[src/rtl/pipe_pkg.sv]
// Shared types and constants for the skid-buffered pipeline register.
package pipe_pkg;

    localparam int PIPE_CNT_W = 32;

    typedef enum logic [1:0] {
        EMPTY = 2'b00,
        BUSY  = 2'b01,
        FULL  = 2'b10
    } pipe_state_e;

endpackage : pipe_pkg

[src/rtl/pipe_sat_counter.sv]
// Saturating event counter with a synchronous clear; sticks at all-ones.
module pipe_sat_counter #(
    parameter int WIDTH = 32
) (
    input  logic             clk,
    input  logic             rst_n,
    input  logic             inc,
    input  logic             clear,
    output logic [WIDTH-1:0] count
);

    logic [WIDTH-1:0] cnt_q;
    logic [WIDTH-1:0] cnt_d;

    // Next count: clear wins, otherwise increment until saturated.
    always_comb begin
        cnt_d = cnt_q;
        if (clear) begin
            cnt_d = {WIDTH{1'b0}};
        end else if (inc && (cnt_q != {WIDTH{1'b1}})) begin
            cnt_d = cnt_q + {{(WIDTH-1){1'b0}}, 1'b1};
        end else begin
            cnt_d = cnt_q;
        end
    end

    // Counter register.
    always_ff @(posedge clk or negedge rst_n) begin
        if (!rst_n) begin
            cnt_q <= {WIDTH{1'b0}};
        end else begin
            cnt_q <= cnt_d;
        end
    end

    assign count = cnt_q;

endmodule : pipe_sat_counter

[src/rtl/pipe_skid_reg.sv]
// Two-entry skid pipeline register with registered in_ready/out_valid and flush.
// Optional stall/flush statistics when PIPE_SKID_REG_STATS_EN is defined.
module pipe_skid_reg
    import pipe_pkg::*;
#(
    parameter int DATA_W         = 105,
    parameter bit CLEAR_ON_FLUSH = 1'b1
) (
    input  logic              clk,
    input  logic              rst_n,
    input  logic              flush,
    input  logic              in_valid,
    output logic              in_ready,
    input  logic [DATA_W-1:0] in_data,
    output logic              out_valid,
    input  logic              out_ready,
    output logic [DATA_W-1:0] out_data
`ifdef PIPE_SKID_REG_STATS_EN
    ,
    output logic [PIPE_CNT_W-1:0] stall_cnt,
    output logic [PIPE_CNT_W-1:0] flush_cnt
`endif
);

    pipe_state_e       state_q, state_d;
    logic [DATA_W-1:0] main_q, main_d;
    logic [DATA_W-1:0] skid_q, skid_d;
    logic              in_ready_q, in_ready_d;
    logic              out_valid_q, out_valid_d;

    // Next state and payload loads; flush overrides every transition.
    always_comb begin
        state_d = state_q;
        main_d  = main_q;
        skid_d  = skid_q;
        case (state_q)
            EMPTY: begin
                if (in_valid) begin
                    main_d  = in_data;
                    state_d = BUSY;
                end else begin
                    state_d = EMPTY;
                end
            end
            BUSY: begin
                if (in_valid && out_ready) begin
                    main_d  = in_data;
                    state_d = BUSY;
                end else if (in_valid) begin
                    skid_d  = in_data;
                    state_d = FULL;
                end else if (out_ready) begin
                    state_d = EMPTY;
                end else begin
                    state_d = BUSY;
                end
            end
            FULL: begin
                if (out_ready) begin
                    main_d  = skid_q;
                    state_d = BUSY;
                end else begin
                    state_d = FULL;
                end
            end
            default: begin
                state_d = EMPTY;
            end
        endcase

        if (flush) begin
            state_d = EMPTY;
            if (CLEAR_ON_FLUSH) begin
                main_d = {DATA_W{1'b0}};
                skid_d = {DATA_W{1'b0}};
            end else begin
                main_d = main_q;
                skid_d = skid_q;
            end
        end else begin
            state_d = state_d;
        end

        in_ready_d  = (state_d != FULL);
        out_valid_d = (state_d != EMPTY);
    end

    // State, payload and handshake registers.
    always_ff @(posedge clk or negedge rst_n) begin
        if (!rst_n) begin
            state_q     <= EMPTY;
            main_q      <= {DATA_W{1'b0}};
            skid_q      <= {DATA_W{1'b0}};
            in_ready_q  <= 1'b1;
            out_valid_q <= 1'b0;
        end else begin
            state_q     <= state_d;
            main_q      <= main_d;
            skid_q      <= skid_d;
            in_ready_q  <= in_ready_d;
            out_valid_q <= out_valid_d;
        end
    end

    assign in_ready  = in_ready_q;
    assign out_valid = out_valid_q;
    assign out_data  = main_q;

`ifdef PIPE_SKID_REG_STATS_EN
    logic stall_inc_s;
    logic flush_inc_s;

    assign stall_inc_s = out_valid_q && !out_ready;
    assign flush_inc_s = flush && (state_q != EMPTY);

    pipe_sat_counter #(.WIDTH(PIPE_CNT_W)) u_stall_cnt (
        .clk   (clk),
        .rst_n (rst_n),
        .inc   (stall_inc_s),
        .clear (1'b0),
        .count (stall_cnt)
    );

    pipe_sat_counter #(.WIDTH(PIPE_CNT_W)) u_flush_cnt (
        .clk   (clk),
        .rst_n (rst_n),
        .inc   (flush_inc_s),
        .clear (1'b0),
        .count (flush_cnt)
    );
`endif

endmodule : pipe_skid_reg
[config.mk]
export PLATFORM = sky130hd
export DESIGN_NAME = pipe_skid_reg
export DESIGN_NICKNAME = d
export VERILOG_FILES = /design/src/rtl/pipe_pkg.sv /design/src/rtl/pipe_sat_counter.sv /design/src/rtl/pipe_skid_reg.sv
export SDC_FILE = /design/constraint.sdc
export NUM_CORES = 1
export LEC_CHECK = 0
export ABC_CLOCK_PERIOD_IN_PS = 1650
export CELL_PAD_IN_SITES_DETAIL_PLACEMENT = 1
export CELL_PAD_IN_SITES_GLOBAL_PLACEMENT = 1
export CORE_AREA = 2 2 165 167
export CTS_CLUSTER_SIZE = 14
export DETAILED_ROUTE_END_ITERATION = 8
export DIE_AREA = 0 0 167 169
export GPL_ROUTABILITY_DRIVEN = 0
export PLACE_DENSITY = 0.81
export SYNTH_ARGS = -nofsm -noshare
export SYNTH_HDL_FRONTEND = slang
export SYNTH_HIERARCHICAL = 1
export SYNTH_SLANG_ARGS = --single-unit
[constraint.sdc]
create_clock -name clk -period 1.65 [get_ports clk]
set_input_delay 0.2475 -clock clk [delete_from_list [all_inputs] [get_ports clk]]
set_output_delay 0.2475 -clock clk [all_outputs]
set_load 0.03 [all_outputs]
== After elaboration in Yosys (flattened, before gate mapping) ==
Index checks and enable logic that the tools add are counted.
Widths: inputs -> output; s select.

* Eq/ne operators: 7
* Mux-type cells: 15
* Reductions and logical operators: 8

{| class="wikitable"
|+ Operators with widths
! cell !! count
|-
| $mux 105 || 7
|-
| $pmux 105 s3 || 1
|-
| $ne 3x3->1 const B || 3
|-
| $mux 2 || 4
|-
| $pmux 2 s3 || 1
|-
| $reduce_bool 2->1 || 3
|-
| $ne 2x2->1 const B || 2
|-
| $reduce_and 4->1 || 1
|-
| $reduce_bool 4->1 || 1
|-
| $reduce_and 3->1 || 1
|-
| $eq 2x1->1 const B || 1
|-
| $eq 2x2->1 const B || 1
|-
| $logic_not 2->1 || 1
|-
| $mux 1 || 2
|-
| $logic_and 1x1->1 || 1
|}

* Register bits: 214
* Input bits: 110
* Output and inout bits: 107
* Logic and storage cells: 35

== Longest topological paths before layout ==
* Depth after elaboration: 6
* Gate-level depth with buffers: 7
* Gate-level depth less buffers: 5

== Least setup slack after synthesis ==
No wires, ideal clock.

* Path type: register -> register
* Start: register state_q[1]
* End: register main_q[22] (netlist: out_data[22])
* Library setup time: 0.096 ns
* Arrival time: 1.516 ns
* Data required time: 1.554 ns
* Setup slack: 0.039 ns
* Cell stages (with the launch flop): 6
* Period minus slack after synthesis: 1.611 ns
* Path through: dfrtp_1 mux2i_1 buf_2 clkbuf_1 o2111ai_1 o31ai_1

* Cells in the longest elaborated chain, start to end: 3
* Elaborated cells between the ends (all ways): 10
* Classes of those cells: eq/ne: 5; mux: 2; reduce/logical: 3

{| class="wikitable"
|+ Ends and longest elaborated chain
! what !! RTL line !! source
|-
| start, declared || pipe_skid_reg.sv:25 || <nowiki>pipe_state_e state_q, state_d;</nowiki>
|-
| start signal, assigned || pipe_skid_reg.sv:97 || <nowiki>state_q <= state_d;</nowiki>
|-
| $eq 2x1->1, or another cell as far along || pipe_skid_reg.sv:36 || <nowiki>case (state_q)</nowiki>
|-
| $ne 3x3->1 (no line), or another cell as far along || n/a ||
|-
| $reduce_and 4->1 (no line) or $mux 105 (tied branches) || n/a ||
|-
| end signal, assigned || pipe_skid_reg.sv:92 || <nowiki>main_q <= {DATA_W{1'b0}};</nowiki>
|-
| end signal, assigned || pipe_skid_reg.sv:98 || <nowiki>main_q <= main_d;</nowiki>
|-
| end, declared || pipe_skid_reg.sv:26 || <nowiki>logic [DATA_W-1:0] main_q, main_d;</nowiki>
|}

Parallel ways exist; a longest one is shown, timed or not.
A chain may end at the register's enable or synchronous reset.

== Worst setup path after layout ==
* Start: register state_q[0]
* End: register main_q[66] (netlist: out_data[66])

Same word-level chain as after synthesis.

==> impl_summary.log <==
INFO  metric run_status = finished, final reports clean
INFO  metric vias_per_cell = 6.03
INFO  metric sequential_power_share = 42.8%
INFO  metric most_common_cell_after_layout_fill_and_taps_aside = sky130_fd_sc_hd__dfrtp_1
INFO  metric setup_viol_count_final = 0
INFO  metric tritoncts = yes
INFO  metric clkSlewWorstSetupHoldPaths = 60 ps
INFO  metric setup.worst_path.class = reg2reg
INFO  metric finish.net_count = 1065
INFO  metric die_width = 167 um
INFO  metric grt_first_pass_wirelength = 49.9 mm
INFO  metric multi_input_comb_area = 3940 um^2
INFO  metric hpwl = 19.7 mm
INFO  metric post-route-drc-count = 0
INFO  metric final_cell_count_no_fill = 1312
INFO  metric ctsRootBufferMaster = sky130_fd_sc_hd__clkbuf_16
INFO  metric grt_pass1_vias = 8537
INFO  metric fmaxAchievable = 611 MHz
INFO  metric layout.area.seq = 5360 um^2
INFO  metric netlist_area = 9700 um^2
INFO  metric placedCellCount = 1262
INFO  metric initial_core_util = 36.6%
INFO  metric post-route-period-util = 99.2%
INFO  metric slew-limit-headroom = 69.2%
INFO  metric post_route_cells_drive_above_1_share = 12.9%
INFO  metric cts_buffer_depth = 3
INFO  metric syn2layout_area_growth = 38.2%
INFO  metric r2r_slack = 10 ps
INFO  metric number_of_input_and_output_port_buffers_inserted = 216
INFO  metric switching_power_share_of_the_total = 29.0%
INFO  metric yosysSeqAreaShare = 55.2%
INFO  metric rr_endpoint = out_data[66]
INFO  metric grt_remaining_overflow = 0
INFO  metric grt_antenna_before_repair = 3
INFO  metric intPower = 9.62 mW
INFO  metric power.combinational.fraction = 18.2%
INFO  metric worstRegToRegCells = 4
INFO  metric power-per-cell-area = 1010 nW/um^2
INFO  metric fillerInstances = 2673
INFO  metric slew_viol_final = 0
INFO  metric vdd_drop_max = 0.000609 V
INFO  metric floorplan.die.height = 169 um
INFO  metric routed_wl = 32.1 mm
INFO  metric via_count = 7911
INFO  metric timing.setup.tns = 0 ps
INFO  metric cells_taking_the_most_area_after_synthesis = sky130_fd_sc_hd__dfrtp_1, sky130_fd_sc_hd__mux2i_1, sky130_fd_sc_hd__a22o_1
INFO  metric design.core.area = 26500 um^2
INFO  metric drt_iter0_drc = 684
INFO  metric synth.lib_cells_used.distinct = 26
INFO  metric total_routing_resource_utilization_after_global_routing = 21.9%
INFO  metric post-route-min-period = 1640 ps
INFO  metric cp-start-kind = flop
INFO  metric totalPowerFinal = 13.5 mW
INFO  metric worst_margin_pin_slew = 462 ps
INFO  metric synthesis.nets = 869
INFO  metric cts.htree.levels = 1
INFO  metric cts.sink_count = 214
INFO  metric detailedRoute.firstPassIterationCount = 4
INFO  metric grt_setup_unrepaired = yes
INFO  metric cp-end-kind = flop
INFO  metric floorplan.die_area = 28200 um^2
INFO  metric syn_area_per_cell = 12.8 um^2
INFO  metric p_leak = 5.77 nW
INFO  metric synth_top_cell_area_share = 54.9%
INFO  metric grt_start_max_net_pins = 82
INFO  metric critical_path.max_fanout = 44
INFO  metric synth_cells = 757
INFO  metric synth_largest_area_cell = sky130_fd_sc_hd__dfrtp_1
INFO  metric worstPathArrival = 2050 ps
INFO  metric data_required_time_at_the_worst_endpoint = 2070 ps
INFO  metric clock_buffers_created_by_tritoncts = 24
INFO  metric std_cell_rows = 60
INFO  metric postRouteAntennaNets = 0
INFO  metric wl_per_cell = 24.5 um
INFO  metric power.switching = 3.93 mW
INFO  metric worst_reg2reg_path_startpoint = state_q[0]
INFO  metric final_core_utilization = 50.6%
INFO  metric max-cap-violations = 0
INFO  metric fin_skew = 17.6 ps
INFO  metric worst_skew_pair.late_latency = 520 ps
INFO  metric synth_warnings = 6
INFO  metric postSynthRegisterBits = 214
INFO  metric final-hold-violation-count = 0
INFO  metric min-delay-path-class = in2async
INFO  metric layout.cells.most_common_list = sky130_fd_sc_hd__dfrtp_1, sky130_fd_sc_hd__clkdlybuf4s50_1, sky130_fd_sc_hd__o2111ai_1, sky130_fd_sc_hd__a22o_1, sky130_fd_sc_hd__dlygate4sd2_1
INFO  metric power.share.clock = 39.0%
INFO  metric io_pins = 217
==> worst max-delay path, cell delays in order, from the launching register on <==
cell	delay, ps
sky130_fd_sc_hd__dfrtp_4	540
sky130_fd_sc_hd__buf_4	180
sky130_fd_sc_hd__o211a_4	300
sky130_fd_sc_hd__buf_12	200
sky130_fd_sc_hd__o31ai_1	290
==> logic make-up (layout without fill, tap and decap cells) <==
kind of cell | Yosys count | in the layout | synth area share, %
adder cells (fa/ha/maj) | 2 | 2 | 0.258
AND/OR/NAND/NOR | 7 | 7 | 0.503
other | 0 | 2 | 0
buffers and inverters | 107 | 319 | 5.02
flip-flops | 214 | 214 | 55.2
AO/OA/AOI/OAI | 321 | 321 | 28.1
multiplexers | 106 | 106 | 10.9
==> synthesized netlist by cell type, drive strengths merged <==
cell type,number
nor2,1
and4,1
inv,3
nand3b,2
or3b,1
ha,2
dfstp,1
o2111ai,105
a21oi,1
o21ai,1
mux2i,106
o211a,1
a22o,105
o31ai,105
a31oi,2
buf,42
nor2b,2
clkbuf,62
dfrtp,213
a2bb2oi,1
==> layer usage <==
metal | up-vias | global-route usage, % | wire length [um]
met5 | - | 0 | 8
met4 | 2 | 3.86 | 447
met3 | 34 | 5.00 | 2140
met2 | 278 | 35.3 | 15200
met1 | 4125 | 30.6 | 14300
li1 | 3472 | - | -
==> flip-flops by register name, indices dropped and copies added, names as in the netlist <==
register   count
skid_q       105
state_q        2
out_data     105
out_valid      1
in_ready       1
==> worst max path at each step <==
stage                              end        from  cells past startpoint
after floorplan           out_data[22]  state_q[1]                      5
after global placement    out_data[18]    in_valid                      6
after detailed placement  out_data[48]    in_valid                      6
after CTS                   skid_q[89]  state_q[0]                      4
after global routing      out_data[72]  state_q[1]                      4
final                     out_data[66]  state_q[0]                      4
==> through the flow <==
| stage | hold slack [ps] | setup WS [ps] | area, um^2 |
|---|---|---|---|
| after detailed placement | 152 | -517 | 12600 |
| after global routing | 211 | -35.1 | 13400 |
| after CTS | 187 | 3.16 | 13300 |
| after global placement | 153 | -394 | 12600 |
| final | 201 | 13.7 | 13400 |
| after floorplan | -48.1 | 38.6 | 9700 |
==> final cells by class <==
| class | count | area share [%] |
|---|---|---|
| clock buffer | 34 | 5.21 |
| timing repair buffer | 274 | 21.6 |
| antenna | 2 | 0.0373 |
| sequential | 214 | 40.0 |
| multi-input combinational | 436 | 29.4 |
| tap | 341 | 3.18 |
| clock inverter | 8 | 0.569 |
| inverter | 3 | 0.103 |
==> power groups by stage <==
stage | sequential [mW] | clock (mW) | combinational (mW)
after floorplan | 6.31 | 0 | 0.778
after global placement | 5.87 | 0 | 2.54
after detailed placement | 5.88 | 0 | 2.59
after CTS | 5.79 | 5.43 | 2.44
after global routing | 5.83 | 5.61 | 2.61
final | 5.79 | 5.29 | 2.47
==> repair_timing <==
action,CTS,global route
endpoints found under the setup margin,270,137
gates cloned,0,1
resized for setup,114,13
endpoints found under the hold margin,198,0
setup buffers,0,4
pin swaps,0,1
hold buffers,1,0
Power figures use the tool's default switching activity.
